## config.mk

```make
export PLATFORM = sky130hd
export DESIGN_NAME = axi_wr_mux
export DESIGN_NICKNAME = d
export VERILOG_FILES = /design/src/rtl/axi_wr_mux.sv
export SDC_FILE = /design/constraint.sdc
export NUM_CORES = 1
export LEC_CHECK = 0
export ABC_AREA = 1
export BUFFER_PORTS_ARGS = -buffer_cell sky130_fd_sc_hd__buf_2
export CAP_MARGIN = 10
export CORE_AREA = 2 2 153 155
export CTS_CLUSTER_SIZE = 14
export DETAILED_ROUTE_END_ITERATION = 12
export DIE_AREA = 0 0 155 157
export GPL_ROUTABILITY_DRIVEN = 1
export SLEW_MARGIN = 20
export SYNTH_ARGS = -nofsm -noshare
export SYNTH_HDL_FRONTEND = slang
export SYNTH_SLANG_ARGS = --single-unit
export TNS_END_PERCENT = 1
```

## constraint.sdc

```tcl
create_clock -name ACLK -period 7.6 [get_ports ACLK]
set_input_delay 1.14 -clock ACLK [delete_from_list [all_inputs] [get_ports ACLK]]
set_output_delay 1.14 -clock ACLK [all_outputs]
set_load 0.02 [all_outputs]
```

## src/rtl/axi_wr_mux.sv

```systemverilog
// Merges INPUT_NUM AXI write masters onto one port: round-robin AW, AW-ordered W, BID-decoded B; all paths zero-latency.
// AW stalls while the W-order FIFO is full or downstream AWREADY is low; W stalls until its AW is queued; B follows the routed BREADY.
module axi_wr_mux #(
    parameter int          INPUT_NUM                   = 3,
    parameter int unsigned ID_ROUTING [INPUT_NUM+1]    = '{0, 1, 2, 3},
    parameter int          FIFO_DEPTH                  = 4
) (
    input  logic                          ACLK,
    input  logic                          ARESETn,

    input  logic [INPUT_NUM-1:0][3:0]     s_awid,
    input  logic [INPUT_NUM-1:0][31:0]    s_awaddr,
    input  logic [INPUT_NUM-1:0][7:0]     s_awlen,
    input  logic [INPUT_NUM-1:0][2:0]     s_awsize,
    input  logic [INPUT_NUM-1:0][1:0]     s_awburst,
    input  logic [INPUT_NUM-1:0]          s_awvalid,
    output logic [INPUT_NUM-1:0]          s_awready,
    input  logic [INPUT_NUM-1:0][31:0]    s_wdata,
    input  logic [INPUT_NUM-1:0][3:0]     s_wstrb,
    input  logic [INPUT_NUM-1:0]          s_wlast,
    input  logic [INPUT_NUM-1:0]          s_wvalid,
    output logic [INPUT_NUM-1:0]          s_wready,
    output logic [INPUT_NUM-1:0][3:0]     s_bid,
    output logic [INPUT_NUM-1:0][1:0]     s_bresp,
    output logic [INPUT_NUM-1:0]          s_bvalid,
    input  logic [INPUT_NUM-1:0]          s_bready,

    output logic [3:0]                    m_awid,
    output logic [31:0]                   m_awaddr,
    output logic [7:0]                    m_awlen,
    output logic [2:0]                    m_awsize,
    output logic [1:0]                    m_awburst,
    output logic                          m_awvalid,
    input  logic                          m_awready,
    output logic [31:0]                   m_wdata,
    output logic [3:0]                    m_wstrb,
    output logic                          m_wlast,
    output logic                          m_wvalid,
    input  logic                          m_wready,
    input  logic [3:0]                    m_bid,
    input  logic [1:0]                    m_bresp,
    input  logic                          m_bvalid,
    output logic                          m_bready
);
    localparam int IW = (INPUT_NUM > 1) ? $clog2(INPUT_NUM) : 1;
    localparam int PW = $clog2(FIFO_DEPTH);
    localparam int CW = PW + 1;

    typedef enum logic {ARB_OPEN, ARB_LOCKED} arb_state_t;

    arb_state_t    state, state_nxt;
    logic [IW-1:0] rr_ptr, lock_idx, grant, search_idx;
    logic          search_hit, aw_req, aw_hs, w_hs;
    int            cand;

    logic [IW-1:0] order_mem [FIFO_DEPTH];
    logic [PW-1:0] wr_ptr, rd_ptr;
    logic [CW-1:0] count;
    logic          fifo_full, fifo_empty, push, pop;
    logic [IW-1:0] head;

    logic          b_hit;
    logic [IW-1:0] b_sel;

    // ---------------- AW arbitration ----------------
    always_comb begin
        search_idx = '0;
        search_hit = 1'b0;
        cand       = 0;
        for (int k = 0; k < INPUT_NUM; k++) begin
            cand = int'(rr_ptr) + k;
            if (cand >= INPUT_NUM)
                cand = cand - INPUT_NUM;
            if (!search_hit && s_awvalid[cand]) begin
                search_hit = 1'b1;
                search_idx = IW'(cand);
            end
        end
    end

    always_comb begin
        state_nxt = state;
        grant     = (state == ARB_LOCKED) ? lock_idx : search_idx;
        aw_req    = (state == ARB_LOCKED) ? s_awvalid[lock_idx] : search_hit;
        m_awvalid = ARESETn && !fifo_full && aw_req;
        aw_hs     = m_awvalid && m_awready;
        s_awready = '0;
        if (m_awvalid)
            s_awready[grant] = m_awready;
        // Once offered downstream the grant must not move until accepted
        if (aw_hs)
            state_nxt = ARB_OPEN;
        else if (m_awvalid)
            state_nxt = ARB_LOCKED;
    end

    always_comb begin
        m_awid    = s_awid[grant];
        m_awaddr  = s_awaddr[grant];
        m_awlen   = s_awlen[grant];
        m_awsize  = s_awsize[grant];
        m_awburst = s_awburst[grant];
    end

    always_ff @(posedge ACLK or negedge ARESETn) begin
        if (!ARESETn) begin
            state    <= ARB_OPEN;
            lock_idx <= '0;
            rr_ptr   <= '0;
        end else begin
            state <= state_nxt;
            if (state == ARB_OPEN)
                lock_idx <= grant;
            if (aw_hs)
                rr_ptr <= (grant == IW'(INPUT_NUM - 1)) ? '0 : grant + IW'(1);
        end
    end

    // ---------------- W-order FIFO ----------------
    assign fifo_full  = (count == CW'(FIFO_DEPTH));
    assign fifo_empty = (count == '0);
    assign head       = order_mem[rd_ptr];
    assign push       = aw_hs;
    assign pop        = w_hs && m_wlast;

    always_ff @(posedge ACLK) begin
        if (push)
            order_mem[wr_ptr] <= grant;
    end

    always_ff @(posedge ACLK or negedge ARESETn) begin
        if (!ARESETn) begin
            wr_ptr <= '0;
            rd_ptr <= '0;
            count  <= '0;
        end else begin
            if (push)
                wr_ptr <= wr_ptr + PW'(1);
            if (pop)
                rd_ptr <= rd_ptr + PW'(1);
            unique case ({push, pop})
                2'b10:   count <= count + CW'(1);
                2'b01:   count <= count - CW'(1);
                default: count <= count;
            endcase
        end
    end

    // ---------------- W routing ----------------
    always_comb begin
        m_wdata  = s_wdata[head];
        m_wstrb  = s_wstrb[head];
        m_wlast  = s_wlast[head];
        m_wvalid = ARESETn && !fifo_empty && s_wvalid[head];
        w_hs     = m_wvalid && m_wready;
        s_wready = '0;
        if (ARESETn && !fifo_empty)
            s_wready[head] = m_wready;
    end

    // ---------------- B routing ----------------
    always_comb begin
        b_hit = 1'b0;
        b_sel = '0;
        for (int i = 0; i < INPUT_NUM; i++) begin
            if (!b_hit && (32'(m_bid) >= ID_ROUTING[i]) && (32'(m_bid) < ID_ROUTING[i+1])) begin
                b_hit = 1'b1;
                b_sel = IW'(i);
            end
        end
    end

    always_comb begin
        s_bvalid = '0;
        for (int i = 0; i < INPUT_NUM; i++) begin
            s_bid[i]   = m_bid;
            s_bresp[i] = m_bresp;
        end
        if (ARESETn && b_hit)
            s_bvalid[b_sel] = m_bvalid;
        // Unrouted IDs are sunk so a stray response cannot wedge the channel
        m_bready = ARESETn && (b_hit ? s_bready[b_sel] : 1'b1);
    end

endmodule

```

==> results.md, run 1 <==
* Status: finished, final reports clean
* R2r setup slk at roughly 4.6 ns
* FP Rows at 55
* Pre-CTS setup slack at around 3.0 ns
* Area leader, netlist: nand3_1
* Max Slew Vio Count at 0
* Pwr/cell area at 585.1 nW/um2
* Setup Buffers After CTS at 0
* Die height at roughly 160 um
* Die Area at between 20,000 and 25,000 um2
* Crit Path Class: input port to primary output
* Min cycle time layout at 4.538 ns
* Vias at ~5,600
* #FFs+latches synth at 20
* Fraction of layout cells with a size suffix above 1 at between 40% and 50%
* Initial antenna violation count at 6
* RD Place Congestion at approximately 0.86
* Final nets at 1,207
* Hold Path Class: flop to flop
* Peak supply drop at a little over 0.0003 V
* Max cap viols at 0
* Crit. End Element: primary output
* Post-synth ARST share at between 60% and 70%
* R2r endpoint: count[2]$_DFFE_PN0P_
* Share of the synthesized area in the top cell type at 28.45%
* CTS tree: yes
* Synth warn at 0
* Sink of the worst hold path: count[0]$_DFFE_PN0P_
* Startpoint types: input port
* Pin count of the biggest net entering global routing at 96
* Syn nets at approximately 880
* Routed len/inst at between 15 and 20 um
* Setup TNS Final at 0 ns
* Floorplan die width at between 150 and 200 um
* GRT Overall Usage at about 15%
* Initial Util at 15.56%
* Worst slew pin tran at 1.045 ns
* Register area at between 500 and 600 um2
* Seq/Total Area, Yosys at ~15%
* Drt drc at 0
* Reg clk slew, reported paths at about 0.05 ns
* Mapped Cells at 592
* Cell Count, Final, Fillers Out at 1,210
* Floorplan Core Area at between 20,000 and 25,000 um2
* Reg-to-Reg Start: rr_ptr[0]$_DFFE_PN0P_
* Hold path startpoint: count[0]$_DFFE_PN0P_
* Area contributors post-synth: nand3_1, nand2_1, nand4_1, dfrtp_1, edfxtp_1
* Most frequent cell after synthesis: nand3_1
* Fill cells at between 2,000 and 3,000
* Area of the multi-input gates at approximately 2400 um2
* Worst Slack Setup Final at around 3.1 ns
* Vias in the first global route at a little over 5,000
* Clock root buffer: clkbuf_16
* DP Cell Count at about 1,200
* EDFF count, synth at 8
* DRT antenna net count at 0
* Via density per instance at around 4.6
* Leakage at ~3 nW
* Hold Path Stages at 1
* Peak Freq at approximately 220 MHz
* Post-CTS Resized at 0
* Critical path fanouts, max at 95
* Clock Skew at ~0.00065 ns
* Library cells used by synthesis at 35
* Final setup vio count at 0
* Inserted Clock Buffers at 3
* DRT Pass-1 Iters at 5
* R2R cell count at 15
* CTS sink cnt at 20
* Worst endpoint required time at roughly 6.5 ns
* Post-Syn Area at approximately 3500 um2
* # IOs at 394
* Commonest cells in the netlist: nand3_1, nand2_1, nand4_1, inv_1, buf_2
* Slew HR at 29.87%
* CP arrival at about 3.4 ns
* Post-CTS Hold Fix Bufs at 0
* Final Hold Fails at 0
* Port Buffers at 385
* Maximum clock path buffer count at 2
* First-pass GRT wire length at roughly 28,000 um
* Clk Latency, worst-skew pair at roughly 0.25 ns
* Final WL at 20,280 um
* Area growth syn-to-layout at 56.75%
* Core Util, Final at about a quarter
* RSZ-0062 raised after global routing: no
* Global route overflow at 0
* Hpwl dp at 16,850 um
* H-tree depth at 1
* Top FF cell, synth: dfrtp_1
* Synth Area per Inst at just under 6 um2
* Period Utilization, post-route at about three fifths
* DRT iter0 DRCs at 292
## worst max-delay path, stage by stage
cell and delay [ns]:
buf_2 0.11, inv_2 0.04, o21ai_1 0.20, nand2_4 0.11, nand2_1 0.07, nand2_1 0.05
nand2_1 0.06, nand3_1 0.10, nand2_4 0.15, buf_4 0.66, nand4_1 0.16, nand3_1 0.22
buf_2 0.20
## flip-flops by register name, indices dropped and copies added (netlist names)
register and count:
wr_ptr 2, state 1, rd_ptr 2, rr_ptr 2, count 3, lock_idx 2, order_mem 8
## layer usage
layer / share of wire, % / vias to the layer above / global-route usage [%]
li1: - / 2690 / -
met1: 34 / 2556 / 14.76
met2: 55 / 302 / 31.05
met3: 8.7 / 26 / 3.111
met4: 2.5 / 0 / 5.026
met5: 0 / - / 0
## logic make-up (layout without fill, tap and decap cells)
family | after synthesis | after routing | share of synthesized area (%)
simple gates | 438 | 438 | 60.01
buf+inv | 103 | 431 | 16.98
flops | 20 | 20 | 15.44
compound gates | 19 | 19 | 3.503
fa+ha+maj | 8 | 8 | 3.074
xor+xnor | 4 | 4 | 1.001
other cells | 0 | 5 | 0
## cell usage in the layout, fill, tap and decap left out, types with 4 or more instances in the layout
cell type / count
inv_2: 6
nand3_1: 199
nor2_1: 21
dfrtp_1: 12
o21ai_0: 8
nand4_1: 51
nand3_2: 4
ha_1: 7
edfxtp_1: 8
nand2_1: 150
buf_4: 4
diode_2: 5
inv_1: 31
buf_2: 385
## layout make-up
cell class,count,area share [%]
inverter,38,2.599
multi-input combinational,469,43.25
tap,285,6.498
timing repair buffer,389,35.66
antenna,5,0.2280
clock inverter,1,0.5472
clock buffer,3,1.368
sequential,20,9.850
## how the worst max path moves through the flow
stage	slack, ns	to	start
final	3.06	m_awburst[0]	s_awvalid[2]
after global routing	2.85	m_awburst[1]	s_awvalid[2]
after CTS	3.00	m_awburst[1]	s_awvalid[2]
after detailed placement	3.00	m_awburst[1]	s_awvalid[2]
after global placement	2.99	m_awburst[1]	s_awvalid[2]
after floorplan	3.90	s_awready[2]	s_awvalid[1]
## power by group
part,total [mW],internal (mW),switching (mW)
logic,2.87,0.819,2.05
clock network,0.142,0.104,0.0378
registers,0.196,0.163,0.0332
total,3.21,1.09,2.12
## through the flow
step	hold slack, ns	instance area (um2)	power (mW)
floorplan	0.4465	3501	2.288
global placement	0.4617	5370	3.111
detailed placement	0.4666	5370	3.126
CTS	0.4748	5475	3.278
global route	0.4879	5485	3.501
finish	0.4679	5488	3.211
No activity file was read; power rests on OpenSTA's default activity.
==> run 2, diff against run 1 <==
ABC_AREA = 0   (was 1)
CORE_AREA = 2 2 154 156   (was 2 2 153 155)
DIE_AREA = 0 0 156 158   (was 0 0 155 157)
clock period = 4.3 ns   (was 7.6 ns; I/O delays follow)
==> results.md, run 2 <==
* Initial Util at 14.51% (-1.0 points)
* Post-Synth Adder-Cell Area at 3.554% (+0.48 points)
* Setup Buffers After CTS at 0 (unchanged)
* Status: finished, final reports clean
* Max reg flops at 8 (unchanged)
* Pre-CTS setup slack at 0.7531 ns (-2.249 ns)
* Initial antenna violation count at 3 (-3)
* Routed len/inst at 15.98 um (-4.7%)
* DRT antenna net count at 0 (unchanged)
* First-pass GRT wire length at 21,660 um (-24%)
* CP arrival at 3.12 ns (-0.28 ns)
* CTS tree: yes
* Synth Area per Inst at 8.755 um2 (+48%)
* Synth warn at 0 (unchanged)
* Worst slew pin tran at 0.7148 ns (-0.3306 ns)
* Setup TNS Final at 0 ns (unchanged)
* Worst endpoint required time at 3.65 ns (-2.81 ns)
* Sequential Power Share at 8.1% (+2.0 points)
* DRT iter0 DRCs at 97 (-67%)
* XOR/XNOR share of the synthesized area at 1.571% (+0.57 points)
* Final setup vio count at 0 (unchanged)
* Hpwl dp at 14,090 um (-16%)
* Most common cell after layout, fill and taps aside: buf_2
* Maximum clock path buffer count at 2 (unchanged)
* Vias in the first global route at 3,882 (-24%)
* WL met1 at 5307 um (-23%)
* Inserted Clock Buffers at 3 (unchanged)
* Max cap viols at 0 (unchanged)
* EDFF count, synth at 8 (unchanged)
* DR WL met3 at 1411 um (-20%)
* GRT Overall Usage at 11.81% (-3.3 points)
* Mux cell area share after synthesis at 28.69% (+29 points)
* Port Buffers at 385 (unchanged)
* Final WL at 16,340 um (-19%)
* Die Area at 24,650 um2 (+1.3%)
* Pin count of the biggest net entering global routing at 48 (-50%)
* Hold Path Class: input port to asynchronous set/reset pin
* Area growth syn-to-layout at 64.20%
* Area contributors post-synth: mux2i_1, o2bb2ai_1, dfrtp_1, edfxtp_1, o21ai_0
* Clk Latency, worst-skew pair at 0.25 ns (about the same)
* Post-synth ARST share at 60.00% (unchanged)
* Worst Hold Slack at 0.3133 ns (-0.1546 ns)
* Global route overflow at 0 (unchanged)
* DRT Pass-1 Iters at 4 (-1)
* FP Rows at 56 (+1.8%)
* Startpoint types: flop
* Vias at 4,207 (-25%)
* H-tree depth at 1 (unchanged)
* DP Cell Count at 1,017 (-15%)
* Peak Freq at 265.5 MHz
* Floorplan die width at 156 um (+0.65%)
* Most frequent cell after synthesis: mux2i_1
* Final nets at 1,018 (-16%)
* Crit. End Element: primary output
* Worst Slack Setup Final at 0.5333 ns (-2.528 ns)
* Top FF cell, synth: dfrtp_1
* Clock Skew at 0.001891 ns (+0.001239 ns)
* Top flop regs: order_mem (8), count (3)
* Leakage at 2.900 nW (-4.8%)
* Part of the power in the clock network at 5.7% (+1.3 points)
* # IOs at 394 (unchanged)
* Slew HR at 52.25% (+22 points)
* Mapped Cells at 382 (-35%)
* Post-Syn Area at 3344 um2 (-4.5%)
* Area leader, netlist: mux2i_1
* Reg clk slew, reported paths at 0.06 ns (about the same)
* #FFs+latches synth at 20 (unchanged)
* Core Util, Final at 23.82% (-0.56 points)
* Period Utilization, post-route at between 80% and 90%
* Critical path fanouts, max at 27 (-72%)
* Min cycle time layout at roughly 3.8 ns
* Cell Count, Final, Fillers Out at 1,023 (-15%)
* Total internal power at 1.838 mW (+69%)
* Via density per instance at 4.112 (-11%)
* Library cells used by synthesis at 50 (+43%)
* Final Hold Fails at 0 (unchanged)
* Commonest cells in the netlist: mux2i_1, nand2_1, o21ai_0, o2bb2ai_1, buf_4
* Syn nets at 668 (-24%)
* Crit Path Class: flop to primary output
* Post-CTS Resized at 0 (unchanged)
* RSZ-0062 raised after global routing: no
* Net Switching at 2.583 mW (+22%)
* Pwr/cell area at 805.0 nW/um2 (+38%)
* Clock root buffer: clkbuf_16
* Sw Ratio at 58.43% (-7.7 points)
* Commonest cells after routing, fill and taps aside: buf_2, mux2i_1, nand2_1, o21ai_0, o2bb2ai_1
* Floorplan Core Area at 23,050 um2 (+2.4%)
* Fraction of layout cells with a size suffix above 1 at 58.41% (+13 points)
* Compound-Gate Fraction of Synth Area at 27.53% (+24 points)
* RD Place Congestion at 0.8929 (+3.3%)
* Largest Register: order_mem
* Die height at 158 um (+0.64%)
* Main combinational cell family by area after synthesis: multiplexers
* Seq/Total Area, Yosys at 16.16% (+0.72 points)
* Post-Synth Simple-Gate Area at 10.66% (-49 points)
* Peak supply drop at 0.0003821 V (+23%)
* Top Layer Used: met5
* Met2 wire len at 9243 um (-17%)
* Drt drc at 0 (unchanged)
* Share of the synthesized area in the top cell type at 26.34% (-2.1 points)
* CTS sink cnt at 20 (unchanged)
* Comb pwr share at 86.2% (-3.3 points)
* Max Slew Vio Count at 0 (unchanged)
* Post-CTS Hold Fix Bufs at 0 (unchanged)
==> run 2: cell families (layout without fill, tap and decap cells) <==
family	Yosys count	after routing
and+or+nand+nor	78	78
buffers and inverters	62	411
adders and majority gates	9	9
other	0	2
DFF	20	20
AOI/OAI and AO/OA	114	114
muxes	93	93
xor gates and xnor gates	6	6
==> run 2: power by group through the flow <==
stage,clock (mW),sequential (mW),combinational [mW]
3_3_place_gp,0,0.360,3.88
3_5_place_dp,0,0.362,3.92
6_report,0.253,0.358,3.81
2_1_floorplan,0,0.328,2.74
5_1_grt,0.265,0.370,4.14
4_1_cts,0.259,0.359,3.93
==> run 2: routing by layer <==
layer	GRT usage [%]	up-vias
li1	-	2103
met4	4.107	2
met3	3.121	15
met2	24.91	235
met5	0	-
met1	10.65	1852
==> run 2: path summary, 6_finish.rpt <==
path | from | cells past startpoint | slack [ns] | endpoint
worst max register to register | rr_ptr[0]$_DFFE_PN0P_ | 12 | 1.02 | count[2]$_DFFE_PN0P_
min in group ACLK | rr_ptr[0]$_DFFE_PN0P_ | 2 | 0.51 | rr_ptr[0]$_DFFE_PN0P_
max in group asynchronous | ARESETn | 1 | 3.71 | wr_ptr[1]$_DFFE_PN0P_
worst min-delay path | ARESETn | 1 | 0.31 | count[1]$_DFFE_PN0P_
worst min register to register | rr_ptr[0]$_DFFE_PN0P_ | 2 | 0.51 | rr_ptr[0]$_DFFE_PN0P_
worst max-delay path | rr_ptr[0]$_DFFE_PN0P_ | 11 | 0.53 | m_awlen[7]
==> run 2: critical path, cell delays in order, from the launching register on <==
cell and delay [ns]:
dfrtp_1 0.36, inv_1 0.05, ha_1 0.44, nand2_1 0.07
a2111oi_0 0.46, nor2_1 0.16, a21oi_4 0.22, buf_4 0.33
a2111oi_4 0.06, buf_4 0.27, o2bb2ai_1 0.20, buf_2 0.21
==> run 2: cell type report <==
type | count | area [um2]
antenna | 2 | 5.005
clock buffer | 3 | 75.07
clock inverter | 1 | 30.03
fill | 2549 | 17560
inverter | 13 | 48.80
multi-input combinational | 300 | 2422
sequential | 20 | 540.5
tap | 290 | 362.8
timing repair buffer | 394 | 2007
==> run 2: stage by stage <==
stage | area [um2] | total power, mW
CTS | 5487 | 4.544
global placement | 5381 | 4.240
finish | 5492 | 4.421
global route | 5492 | 4.775
floorplan | 3344 | 3.068
detailed placement | 5381 | 4.280
